--- src/rtl/if_fetch_queue.sv ---
// rtl/if_fetch_queue.sv - instruction fetch stage with in-order fetch queue and redirect handling
//
// Generates fetch PCs, issues them on a split addr_ok/data_ok instruction SRAM
// port with up to FQ_DEPTH requests in flight, and buffers the returned
// instructions in an in-order queue in front of decode.
//
// Ports:
//   clk_i, reset_i        clock, asynchronous active-high reset
//   ds_allowin_i          decode accepts the queue head this cycle
//   br_bus_i[33:0]        {br_stall, br_taken, br_target[31:0]} from decode
//   ws_ex_i               writeback exception, redirect to EX_ENTRY
//   eret_i, cp0_epc_i     return from exception, redirect to cp0_epc_i
//   fs_to_ds_valid_o      queue head valid
//   fs_to_ds_bus_o        {pc_error, BadVAddr[31:0], ex_code[4:0], inst[31:0], pc[31:0]}
//   inst_req_o            fetch request
//   inst_addr_o           word-aligned fetch address
//   inst_addr_ok_i        request accepted this cycle
//   inst_data_ok_i        in-order response valid this cycle
//   inst_rdata_i          response data
//
// Optional feature macro: FS_ADEL_CHECK_EN (misaligned-PC exception tagging).

`ifndef NO_EX
`define NO_EX 5'h00
`endif
`ifndef ADEL
`define ADEL 5'h04
`endif

module if_fetch_queue #(
   parameter int unsigned FQ_DEPTH = 4,
   parameter logic [31:0] RESET_PC = 32'hbfc00000,
   parameter logic [31:0] EX_ENTRY = 32'hbfc00380
) (
   input  logic          clk_i,
   input  logic          reset_i,
   input  logic          ds_allowin_i,
   input  logic [33:0]   br_bus_i,
   input  logic          ws_ex_i,
   input  logic          eret_i,
   input  logic [31:0]   cp0_epc_i,
   output logic          fs_to_ds_valid_o,
   output logic [101:0]  fs_to_ds_bus_o,
   output logic          inst_req_o,
   output logic [31:0]   inst_addr_o,
   input  logic          inst_addr_ok_i,
   input  logic          inst_data_ok_i,
   input  logic [31:0]   inst_rdata_i
);

   localparam int unsigned AW = $clog2(FQ_DEPTH);
   localparam int unsigned CW = $clog2(FQ_DEPTH + 1);
   localparam logic [CW:0] DEPTH_C = (CW+1)'(FQ_DEPTH);

   typedef enum logic [1:0] {
      SLOT_IDLE       = 2'd0,
      SLOT_WAIT_RESP  = 2'd1,
      SLOT_WAIT_ISSUE = 2'd2
   } slot_e;

   logic          br_stall;
   logic          br_taken;
   logic [31:0]   br_target;
   logic          flush;

   logic [31:0]   fetch_pc_q, fetch_pc_d;
   logic [31:0]   pend_target_q, pend_target_d;
   slot_e         slot_q, slot_d;
   logic          hold_q, hold_d;
   logic [CW-1:0] out_cnt_q, out_cnt_d;
   logic [CW-1:0] disc_cnt_q, disc_cnt_d;
   logic [CW-1:0] q_cnt_q, q_cnt_d;
   logic [AW-1:0] q_head_q, q_head_d;
   logic [AW-1:0] fl_head_q, fl_head_d;

   logic [31:0]   fl_pc_q   [FQ_DEPTH];
   logic [31:0]   q_pc_q    [FQ_DEPTH];
   logic [31:0]   q_inst_q  [FQ_DEPTH];

   logic [CW:0]   occ;
   logic          issue;
   logic          resp;
   logic          keep_resp;
   logic          drop_resp;
   logic          pop;
   logic          push;
   logic [31:0]   resp_pc;
   logic [AW-1:0] fl_wr_idx;
   logic [AW-1:0] q_wr_idx;
   logic [CW-1:0] out_left;
   logic [31:0]   head_pc;
   logic [31:0]   head_inst;
   logic          head_ex;

   assign br_stall  = br_bus_i[33];
   assign br_taken  = br_bus_i[32];
   assign br_target = br_bus_i[31:0];
   assign flush     = ws_ex_i | eret_i;

   // Queue entries plus in-flight requests never exceed FQ_DEPTH, so every
   // response always has a queue slot waiting for it.
   assign occ        = {1'b0, q_cnt_q} + {1'b0, out_cnt_q};
   assign inst_req_o = !reset_i && !hold_q && !br_stall && !flush && !br_taken && (occ < DEPTH_C);
   assign inst_addr_o = {fetch_pc_q[31:2], 2'b00};

   assign issue = inst_req_o & inst_addr_ok_i;
   // data_ok with nothing outstanding is ignored so a tied-high data_ok is harmless.
   assign resp  = inst_data_ok_i & (out_cnt_q != '0);
   // While waiting for a delay slot, the next response is the slot itself and
   // is kept; disc_cnt then counts the wrong-path responses behind it.
   assign keep_resp = resp & ((disc_cnt_q == '0) | (slot_q == SLOT_WAIT_RESP));
   assign drop_resp = resp & ~keep_resp;
   assign pop       = fs_to_ds_valid_o & ds_allowin_i;

   assign resp_pc   = fl_pc_q[fl_head_q];
   assign fl_wr_idx = fl_head_q + out_cnt_q[AW-1:0];
   assign q_wr_idx  = q_head_q + q_cnt_q[AW-1:0];
   assign out_left  = out_cnt_q - CW'(resp);

   always_comb begin
      fetch_pc_d    = fetch_pc_q;
      pend_target_d = pend_target_q;
      slot_d        = slot_q;
      hold_d        = hold_q;
      out_cnt_d     = out_left + CW'(issue);
      disc_cnt_d    = disc_cnt_q - CW'(drop_resp);
      q_cnt_d       = q_cnt_q + CW'(keep_resp) - CW'(pop);
      q_head_d      = q_head_q + AW'(pop);
      fl_head_d     = fl_head_q + AW'(resp);
      push          = keep_resp;

      if (issue) begin
         if (slot_q == SLOT_WAIT_ISSUE) begin
            // This request was the delay slot; the branch target follows it.
            fetch_pc_d = pend_target_q;
            slot_d     = SLOT_IDLE;
         end else begin
            fetch_pc_d = fetch_pc_q + 32'd4;
         end
`ifdef FS_ADEL_CHECK_EN
         if (fetch_pc_q[1:0] != 2'b00) begin
            hold_d = 1'b1;
         end
`endif
      end

      if (keep_resp && (slot_q == SLOT_WAIT_RESP)) begin
         slot_d = SLOT_IDLE;
      end

      if (flush) begin
         fetch_pc_d = ws_ex_i ? EX_ENTRY : cp0_epc_i;
         q_cnt_d    = '0;
         push       = 1'b0;
         disc_cnt_d = out_left;
         hold_d     = 1'b0;
         slot_d     = SLOT_IDLE;
      end else if (br_taken) begin
         slot_d = SLOT_IDLE;
         if (q_cnt_q != '0) begin
            // Head is the delay slot; if decode takes it now nothing survives.
            q_cnt_d    = pop ? '0 : CW'(1);
            push       = 1'b0;
            disc_cnt_d = out_left;
            fetch_pc_d = br_target;
         end else if (keep_resp) begin
            // The delay slot arrives this very cycle.
            q_cnt_d    = CW'(1);
            disc_cnt_d = out_left;
            fetch_pc_d = br_target;
         end else if (out_left != '0) begin
            disc_cnt_d = out_left - CW'(1);
            fetch_pc_d = br_target;
            slot_d     = SLOT_WAIT_RESP;
         end else begin
            // Delay slot not yet requested: fetch it at fetch_pc first.
            pend_target_d = br_target;
            slot_d        = SLOT_WAIT_ISSUE;
         end
      end
   end

   always_ff @(posedge clk_i or posedge reset_i) begin
      if (reset_i) begin
         fetch_pc_q    <= RESET_PC;
         pend_target_q <= 32'h0;
         slot_q        <= SLOT_IDLE;
         hold_q        <= 1'b0;
         out_cnt_q     <= '0;
         disc_cnt_q    <= '0;
         q_cnt_q       <= '0;
         q_head_q      <= '0;
         fl_head_q     <= '0;
      end else begin
         fetch_pc_q    <= fetch_pc_d;
         pend_target_q <= pend_target_d;
         slot_q        <= slot_d;
         hold_q        <= hold_d;
         out_cnt_q     <= out_cnt_d;
         disc_cnt_q    <= disc_cnt_d;
         q_cnt_q       <= q_cnt_d;
         q_head_q      <= q_head_d;
         fl_head_q     <= fl_head_d;
      end
   end

   // Storage arrays need no reset: contents are only observed through valid counts.
   always_ff @(posedge clk_i) begin
      if (issue) begin
         fl_pc_q[fl_wr_idx] <= fetch_pc_q;
      end
      if (push) begin
         q_pc_q[q_wr_idx]   <= resp_pc;
         q_inst_q[q_wr_idx] <= inst_rdata_i;
      end
   end

   assign fs_to_ds_valid_o = (q_cnt_q != '0);
   assign head_pc   = q_pc_q[q_head_q];
   assign head_inst = q_inst_q[q_head_q];

`ifdef FS_ADEL_CHECK_EN
   // The exception tag follows from the stored PC: only misaligned requests carry it.
   assign head_ex = (head_pc[1:0] != 2'b00);
`else
   assign head_ex = 1'b0;
`endif

   assign fs_to_ds_bus_o = fs_to_ds_valid_o ?
                           {head_ex, (head_ex ? head_pc : 32'h0), (head_ex ? `ADEL : `NO_EX), head_inst, head_pc} :
                           '0;

endmodule

--- config.mk ---
export PLATFORM = sky130hd
export DESIGN_NAME = if_fetch_queue
export DESIGN_NICKNAME = d
export VERILOG_FILES = /design/src/rtl/if_fetch_queue.sv
export SDC_FILE = /design/constraint.sdc
export NUM_CORES = 1
export LEC_CHECK = 0
export CAP_MARGIN = 20
export CORE_ASPECT_RATIO = 0.5
export CORE_MARGIN = 2
export CORE_UTILIZATION = 64
export CTS_BUF_LIST = sky130_fd_sc_hd__clkbuf_16
export CTS_CLUSTER_SIZE = 16
export DETAILED_ROUTE_END_ITERATION = 12
export DONT_BUFFER_PORTS = 1
export PLACE_DENSITY = 0.8
export SLEW_MARGIN = 20
export SYNTH_ARGS = -nofsm -noshare
export SYNTH_HDL_FRONTEND = slang
export SYNTH_SLANG_ARGS = --single-unit
export TNS_END_PERCENT = 30
--- constraint.sdc ---
create_clock -name clk_i -period 8.5 [get_ports clk_i]
set_clock_uncertainty 0.05 [all_clocks]
set_input_delay 1.7 -clock clk_i [delete_from_list [all_inputs] [get_ports clk_i]]
set_output_delay 1.7 -clock clk_i [all_outputs]
set_load 0.03 [all_outputs]
Word-level counts from Yosys, hierarchy flattened. Memories as Yosys holds them, arrays and structs flattened. Index checks and enable logic that the tools add are counted.

Input bits: 105. Word-level logic and storage cells: 88. Register bits after elaboration: 79. Memories: 3. Memory bits (writable): 384.

Bitwise operators: 11. Reductions and logical operators: 17. Magnitude comparators: 1. Multiplexer cells: 34. $add $sub $neg: 12. Eq/ne operators: 2.

Memory list: fl_pc_q (depth 4, width 32, rd ports 1, clocked after memory_dff 0, wr ports 1, RTL line 76) `logic [31:0] fl_pc_q [FQ_DEPTH];`; q_inst_q (depth 4, width 32, rd ports 1, clocked after memory_dff 0, wr ports 1, RTL line 78) `logic [31:0] q_inst_q [FQ_DEPTH];`; q_pc_q (depth 4, width 32, rd ports 1, clocked after memory_dff 0, wr ports 1, RTL line 77) `logic [31:0] q_pc_q [FQ_DEPTH];`.

Operator list (number): 32-bit two-way mux (8); 64-bit two-way mux (1); 32-bit by 3-bit adder with 32-bit output, second input constant (1); 3-bit two-way mux (9); 2-bit two-way mux (8); 3-bit nonzero test (3); 3-bit by 1-bit subtractor with 3-bit output (3); 1-bit two-way mux (8); 4-bit nonzero test (2); 3-bit by 1-bit adder with 3-bit output (2); 1-bit AND (5); 1-bit logical AND (5); 5-bit AND reduction (1); 2-bit by 1-bit adder with 2-bit output (2); 2-bit adder (2); 3-bit by 3-bit adder with 4-bit output (1); 1-bit zero test (4); 4-bit by 3-bit less-than comparator with 1-bit output, second input constant (1); 1-bit inverter (4); 3-bit zero test (1); 3-bit by 1-bit subtractor with 3-bit output, second input constant (1); 2-bit by 1-bit == test with 1-bit output, second input constant (1); 2-bit == test, second input constant (1); 1-bit bitwise OR (2); 2-bit AND reduction (1).

Logic depth before layout (Yosys ltp). Gate-level depths: netlist of the first run.

Depth after elaboration: 12. Gate-level depth with buffers: 11.

Worst setup path after synthesis of the first run. OpenSTA, ideal clock, no wires.

Path type: input-to-reg. Start: input ws_ex_i. End: memory q_inst_q[0][0], enable pin. Slack: 913 ps. Buffers on the path: 3. Setup time: 565 ps. Data arrival time: 6972 ps. Cell stages on the path: 6. Cells stage by stage: buf_2 nor2_1 clkbuf_1 buf_1 nand3_1 nor3_1.

Longest elaborated chain between the ends: 4.

Ends and longest elaborated chain: start, declared (RTL line 39) `input logic ws_ex_i,`; 1-bit bitwise OR (RTL line 98) `assign flush = ws_ex_i | eret_i;`; 1-bit two-way mux (RTL line 151) `if (flush) begin`; 1-bit two-way mux (RTL line 212) `if (push) begin`; 1-bit two-way mux (implied by the code) (RTL line 214) `q_inst_q[q_wr_idx] <= inst_rdata_i;`; end, declared (RTL line 78).

Every way passes these cells.

Worst setup path in the final report of the first run.
Start: register q_head_q[0]. End: output fs_to_ds_bus_o[44].

Longest elaborated chain between the ends: 2.

Ends and longest elaborated chain: start, declared (RTL line 73) `logic [AW-1:0] q_head_q, q_head_d;`; start signal, assigned (RTL line 202) `q_head_q <= q_head_d;`; memory read 4 x 32 bit; 64-bit two-way mux (RTL line 229) `assign fs_to_ds_bus_o = fs_to_ds_valid_o ?`; end, declared (RTL line 43) `output logic [101:0] fs_to_ds_bus_o,`.

Every way passes these cells.

==> flow_metrics.tcl, run 1 <==
set metrics [dict create \
    outcome "completed" \
    cts_buffer_depth 3 \
    worstPathRequired_ns 6.75 \
    peakVddDrop_mv 0.1713 \
    r2r_cells 9 \
    antenna_found_initial 1 \
    syn_area_sq_mm 0.01998 \
    via_per_inst 6.542 \
    crit_fanout 37 \
    fin_setup_tns_ns 0 \
    max_stage_delay_ns 0.82 \
    grt_pass1_vias 10780 \
    place_congestion 0.8639 \
    cts_hold_buf 0 \
    leakage_nw 7.257 \
    clock_latency_ns 0.55 \
    slowest_stage "dfrtp_4" \
    tightest_slew_ns 0.9841 \
    min_period_over_period_pct 55.89 \
    cp-end-kind "primary output" \
    max_cap_viol_count 0 \
    postCtsSetupBuffers 0 \
    final_cell_mix "edfxtp_1 (384), mux4_2 (96), and2_1 (69)" \
    dp_slack_ns 4.011 \
    wl_per_cell_microns 26.03 \
    globalRouteMet3Util_pct 5.826 \
    power_mw 6.407 \
    nets 1288 \
    cp-start-kind "flip-flop" \
    antenna_left 0 \
    path_class "flip-flop to primary output" \
    clk_pin_slew_worst_paths_ns 0.06 \
    max_freq_mhz 210.5 \
    synth_cell_type_count 73 \
    synth-main-ff-cell "edfxtp_1" \
    slew-limit-headroom_pct 34.15 \
    grt_usage_pct 26.22 \
    synth-seq-cells 463 \
    cts_resized 0 \
    seqCellArea_sq_mm 0.01353 \
    dieArea_sq_mm 0.03273 \
    rsz0062_at_grt "false" \
    start_util_pct 65.46 \
    met1_usage_pct 36.79 \
    worstPathCellList "buf_4 -> mux4_2 -> and2_1" \
    overflow 0 \
    die_h_microns 128.9 \
    fp.dieW_microns 253.9 \
    pin_count 241 \
    cts_max_level 2 \
    min_period_ns 4.751 \
    grt_pass1_wl_microns 63700 \
    core_area_sq_mm 0.03052 \
    cp_data_arrival_time_ns 3.00 \
    grt_max_degree 80 \
    area_growth_pct 6.289 \
    ctsRootBufferMaster "clkbuf_16" \
    cts_made_buffers 40 \
    portBuffers 0 \
    hold_violations 0 \
    nFillCells 1948 \
    first_pass_iters 5 \
    tritoncts "yes" \
    reg2reg_slack_ns 5.05 \
    cts_sinks 463 \
    grtUsageMet2_pct 42.37 \
    routed_wl_microns 42140 \
    hold_slack_ns 0.4656 \
    setup_slack_ns 3.749 \
    syn-instance-count 1210 \
    dp_hpwl_microns 25530 \
    hp-class "flip-flop to flip-flop" \
    num_rows 45 \
    hold_depth 1 \
    via_count 10590 \
    powerDensity_mw_per_mm2 301.7 \
    mostFrequentLayoutCell "edfxtp_1" \
    setup_viol 0 \
    drt_iter0_markers 1345 \
    instances_no_fill 1619 \
    slew_viol_final 0 \
    top_usage_layer "met2" \
    async_reset_ff_share_pct 17.06 \
    multi_input_area_sq_mm 0.005728 \
    dp.cells 1549 \
    synth_area_per_cell_sq_um 16.51 \
    drive_above_1_share_pct 19.58 \
    synth_edf_count 384 \
    ys_warn_count 0 \
    drc_errors 0 \
    ys_seq_area_share_pct 67.68 \
]
[sequential cells by signal, indices dropped and copies added (netlist names)]
signal,flops
fl_pc_q,128
q_inst_q,128
q_pc_q,128
fetch_pc_q,32
pend_target_q,32
disc_cnt_q,3
out_cnt_q,3
q_cnt_q,3
fl_head_q,2
q_head_q,2
slot_q,2
[layer usage]
layer / vias to the layer above / routed length (microns)
met5: - / 0
met3: 92 / 3499
li1: 4550 / -
met2: 515 / 20540
met4: 0 / 1037
met1: 5434 / 17060
[synthesized netlist by cell type, drive strengths merged, types with 4 or more instances]
cell	instances	area [sq um]
mux2i	4	40.04
buf	97	676.9
o31ai	4	43.79
o2bb2ai	5	43.79
a2bb2oi	7	61.31
nor4	12	75.07
dfstp	9	236.5
nor2	41	153.9
xor2	4	35.03
a32oi	10	87.58
clkbuf	43	162.7
nand3	25	137.6
o32a	6	60.06
a21oi	27	135.1
and3	5	31.28
a221oi	5	43.79
mux4	96	2162
and4	7	61.31
o211ai	7	52.55
xnor2	11	103.9
a31oi	8	50.05
inv	22	82.58
o21ai	38	193.9
dfrtp	70	1752
mux2	32	469.2
ha	14	175.2
a211oi	5	37.54
nor3	19	111.4
nand4	17	112.6
edfxtp	384	11530
nand2	55	206.5
and2	69	431.7
[cell families after synthesis]
logic type / count (synthesis) / synth area share (%)
flops: 463 / 67.68
simple gates: 263 / 7.059
buf+inv: 163 / 4.635
compound gates: 158 / 5.568
mux: 132 / 13.37
fa+ha+maj: 15 / 0.9771
xor+xnor: 15 / 0.6952
other cells: 1 / 0.01877
[layout make-up]
type,count,area share (%)
clock buffer,41,4.832
clock inverter,28,0.9546
sequential,463,63.71
timing repair buffer,17,0.6187
inverter,23,0.4066
multi-input combinational,623,26.98
antenna,1,0.01179
tap,423,2.493
[power breakdown]
group / switching (mW) / internal, mW
Sequential: 0.312 / 2.74
Clock: 0.786 / 0.966
Combinational: 0.906 / 0.694
Total: 2.00 / 4.40
[critical path, delay by kind of cell (launching register included)]
family        cells  cell delay, ns
flops             1            0.82
simple gates      1            0.28
mux               1            0.60
buf+inv           1            0.69
[worst paths after layout]
kind                             startpoint            endpoint
min                        pend_target_q[6]    pend_target_q[6]
min reg2reg                pend_target_q[6]    pend_target_q[6]
max                             q_head_q[0]  fs_to_ds_bus_o[44]
min in group asynchronous           reset_i          q_cnt_q[1]
max in group asynchronous           reset_i         q_head_q[0]
max reg2reg                    out_cnt_q[2]      fetch_pc_q[16]
[stage by stage]
step                util [%]  area, sq um
finish                 69.58        21230
global route           69.58        21230
CTS                    69.55        21230
detailed placement     65.53        20000
global placement       65.53        20000
floorplan                  -        20120
Power figures use the tool's default switching activity.
==> inputs of run 2 (changes only) <==
Clock period 8.5 ns to 4.72 ns, I/O delays scaled along.
==> run 2 against run 1 <==
Design area grew 0.48%. Total power grew 82%. Sequential share of layout area shrank 0.30 points. Worst setup slack lost 3.1 ns. Wire length grew 4.4%. Worst hold slack lost 0.064 ns. Critical path depth is the same. Combinational power grew 82%. Clock power grew 83%. Sequential power grew 81%. Critical path type unchanged.
==> flow_metrics.tcl, run 2 (same netlist as run 1, synthesis figures left out) <==
set metrics [dict create \
    drc_errors 0 \
    clk_pin_slew_worst_paths_ns 0.07 \
    largest_registers "fl_pc_q x128, q_inst_q x128, q_pc_q x128" \
    worstPathRequired_ns 3.73 \
    peakVddDrop_mv 0.3149 \
    cts_made_buffers 40 \
    wl_per_cell_microns 27.15 \
    path_class "flip-flop to primary output" \
    tightest_slew_ns 1.096 \
    place_congestion 0.9189 \
    mostFrequentLayoutCell "edfxtp_1" \
    max_stage_delay_ns 0.94 \
    fp.dieW_microns 253.9 \
    dpl_cell_area_sq_mm 0.02008 \
    hold_violations 0 \
    nets 1292 \
    clock_latency_ns 0.55 \
    max_freq_mhz 243.9 \
    area_growth_pct 6.796 \
    postCtsSetupBuffers 0 \
    worstPathCellList "nor3_1 -> clkinv_2 -> and2_1" \
    rsz0062_at_grt "false" \
    tritoncts "yes" \
    via_per_inst 6.668 \
    first_pass_iters 6 \
    powerDensity_mw_per_mm2 545.3 \
    cp_data_arrival_time_ns 3.11 \
    slowest_stage "clkinv_2" \
    core_area_sq_mm 0.03052 \
    via_count 10800 \
    outcome "completed" \
    min_period_over_period_pct 86.86 \
    die_h_microns 128.9 \
    grt_pass1_wl_microns 66840 \
    cts_max_level 2 \
    setup_viol 0 \
    ctsRootBufferMaster "clkbuf_16" \
    crit_fanout 71 \
    grt_usage_pct 27.63 \
    final_util_pct 69.91 \
    antenna_left 0 \
    cts_hold_buf 0 \
    slew-limit-headroom_pct 26.25 \
    hold_slack_ns 0.4011 \
    slew_viol_final 0 \
    final_cell_mix "edfxtp_1 (384), mux4_2 (96), and2_1 (69)" \
    max_cap_viol_count 0 \
    cts_resized 0 \
    leakage_nw 7.287 \
    overflow 0 \
    fin_area_sq_mm 0.02133 \
    start_util_pct 65.46 \
    min_period_ns 4.100 \
    grt_max_degree 80 \
    routed_wl_microns 43990 \
    cp-end-kind "primary output" \
    portBuffers 0 \
    cp-start-kind "flip-flop" \
    hp-class "input port to flip-flop" \
    drive_above_1_share_pct 19.82 \
    cts_sinks 463 \
    dieArea_sq_mm 0.03273 \
    num_rows 45 \
    cts_buffer_depth 3 \
    drt_iter0_markers 1286 \
    antenna_found_initial 0 \
    grt_pass1_vias 10980 \
    pin_count 241 \
    dp_hpwl_microns 26260 \
]
run 2: where the power goes:
group | total, mW | leakage, nW | internal, mW | switching [mW]
sequential | 5.52 | 4.44 | 4.94 | 0.578
combinational | 2.92 | 2.21 | 1.27 | 1.65
clock | 3.20 | 0.639 | 1.79 | 1.41
run 2: metal layers:
layer	up-vias	GRT usage (%)	share of wire [%]
met4	0	9.792	3.1
met2	614	43.92	48
met3	116	6.433	9.4
met1	5506	38.44	39
li1	4566	-	-
met5	-	0	0
run 2: critical path, delay by kind of cell, from the launching register on:
kind | cells | cell delay, ns
buffers and inverters | 1 | 0.94
and+or+nand+nor | 2 | 1.10
DFF | 1 | 0.47
run 2: path summary, 6_finish.rpt:
path,depth (start not counted),slack [ns],end,start
min,1,0.40,fetch_pc_q[3],ws_ex_i
max reg2reg,5,0.97,pend_target_q[2],q_cnt_q[1]
max,3,0.62,fs_to_ds_bus_o[17],q_cnt_q[1]
min in group asynchronous,2,0.42,fetch_pc_q[2],reset_i
min reg2reg,1,0.46,pend_target_q[3],pend_target_q[3]
max in group asynchronous,2,3.58,q_head_q[0],reset_i
run 2: per-stage QoR:
| step | total power [mW] | cells | worst slack (ns) | setup TNS (ns) |
|---|---|---|---|---|
| CTS | 11.70 | 1619 | 0.8853 | 0 |
| detailed placement | 8.503 | 1553 | 1.044 | 0 |
| global placement | 8.401 | 1553 | 1.194 | 0 |
| finish | 11.63 | 1620 | 0.6201 | 0 |
| floorplan | 7.848 | 1249 | -0.3835 | -69.07 |
| global route | 12.11 | 1619 | 0.3912 | 0 |
run 2: final cells by class:
class	instances	area, sq um
Tap cell	423	529.3
Clock inverter	25	216.5
Fill cell	1927	9183
Clock buffer	41	1026
Antenna cell	1	2.502
Timing Repair Buffer	21	211.5
Sequential cell	463	13530
Inverter	23	87.58
Multi-Input combinational cell	623	5734
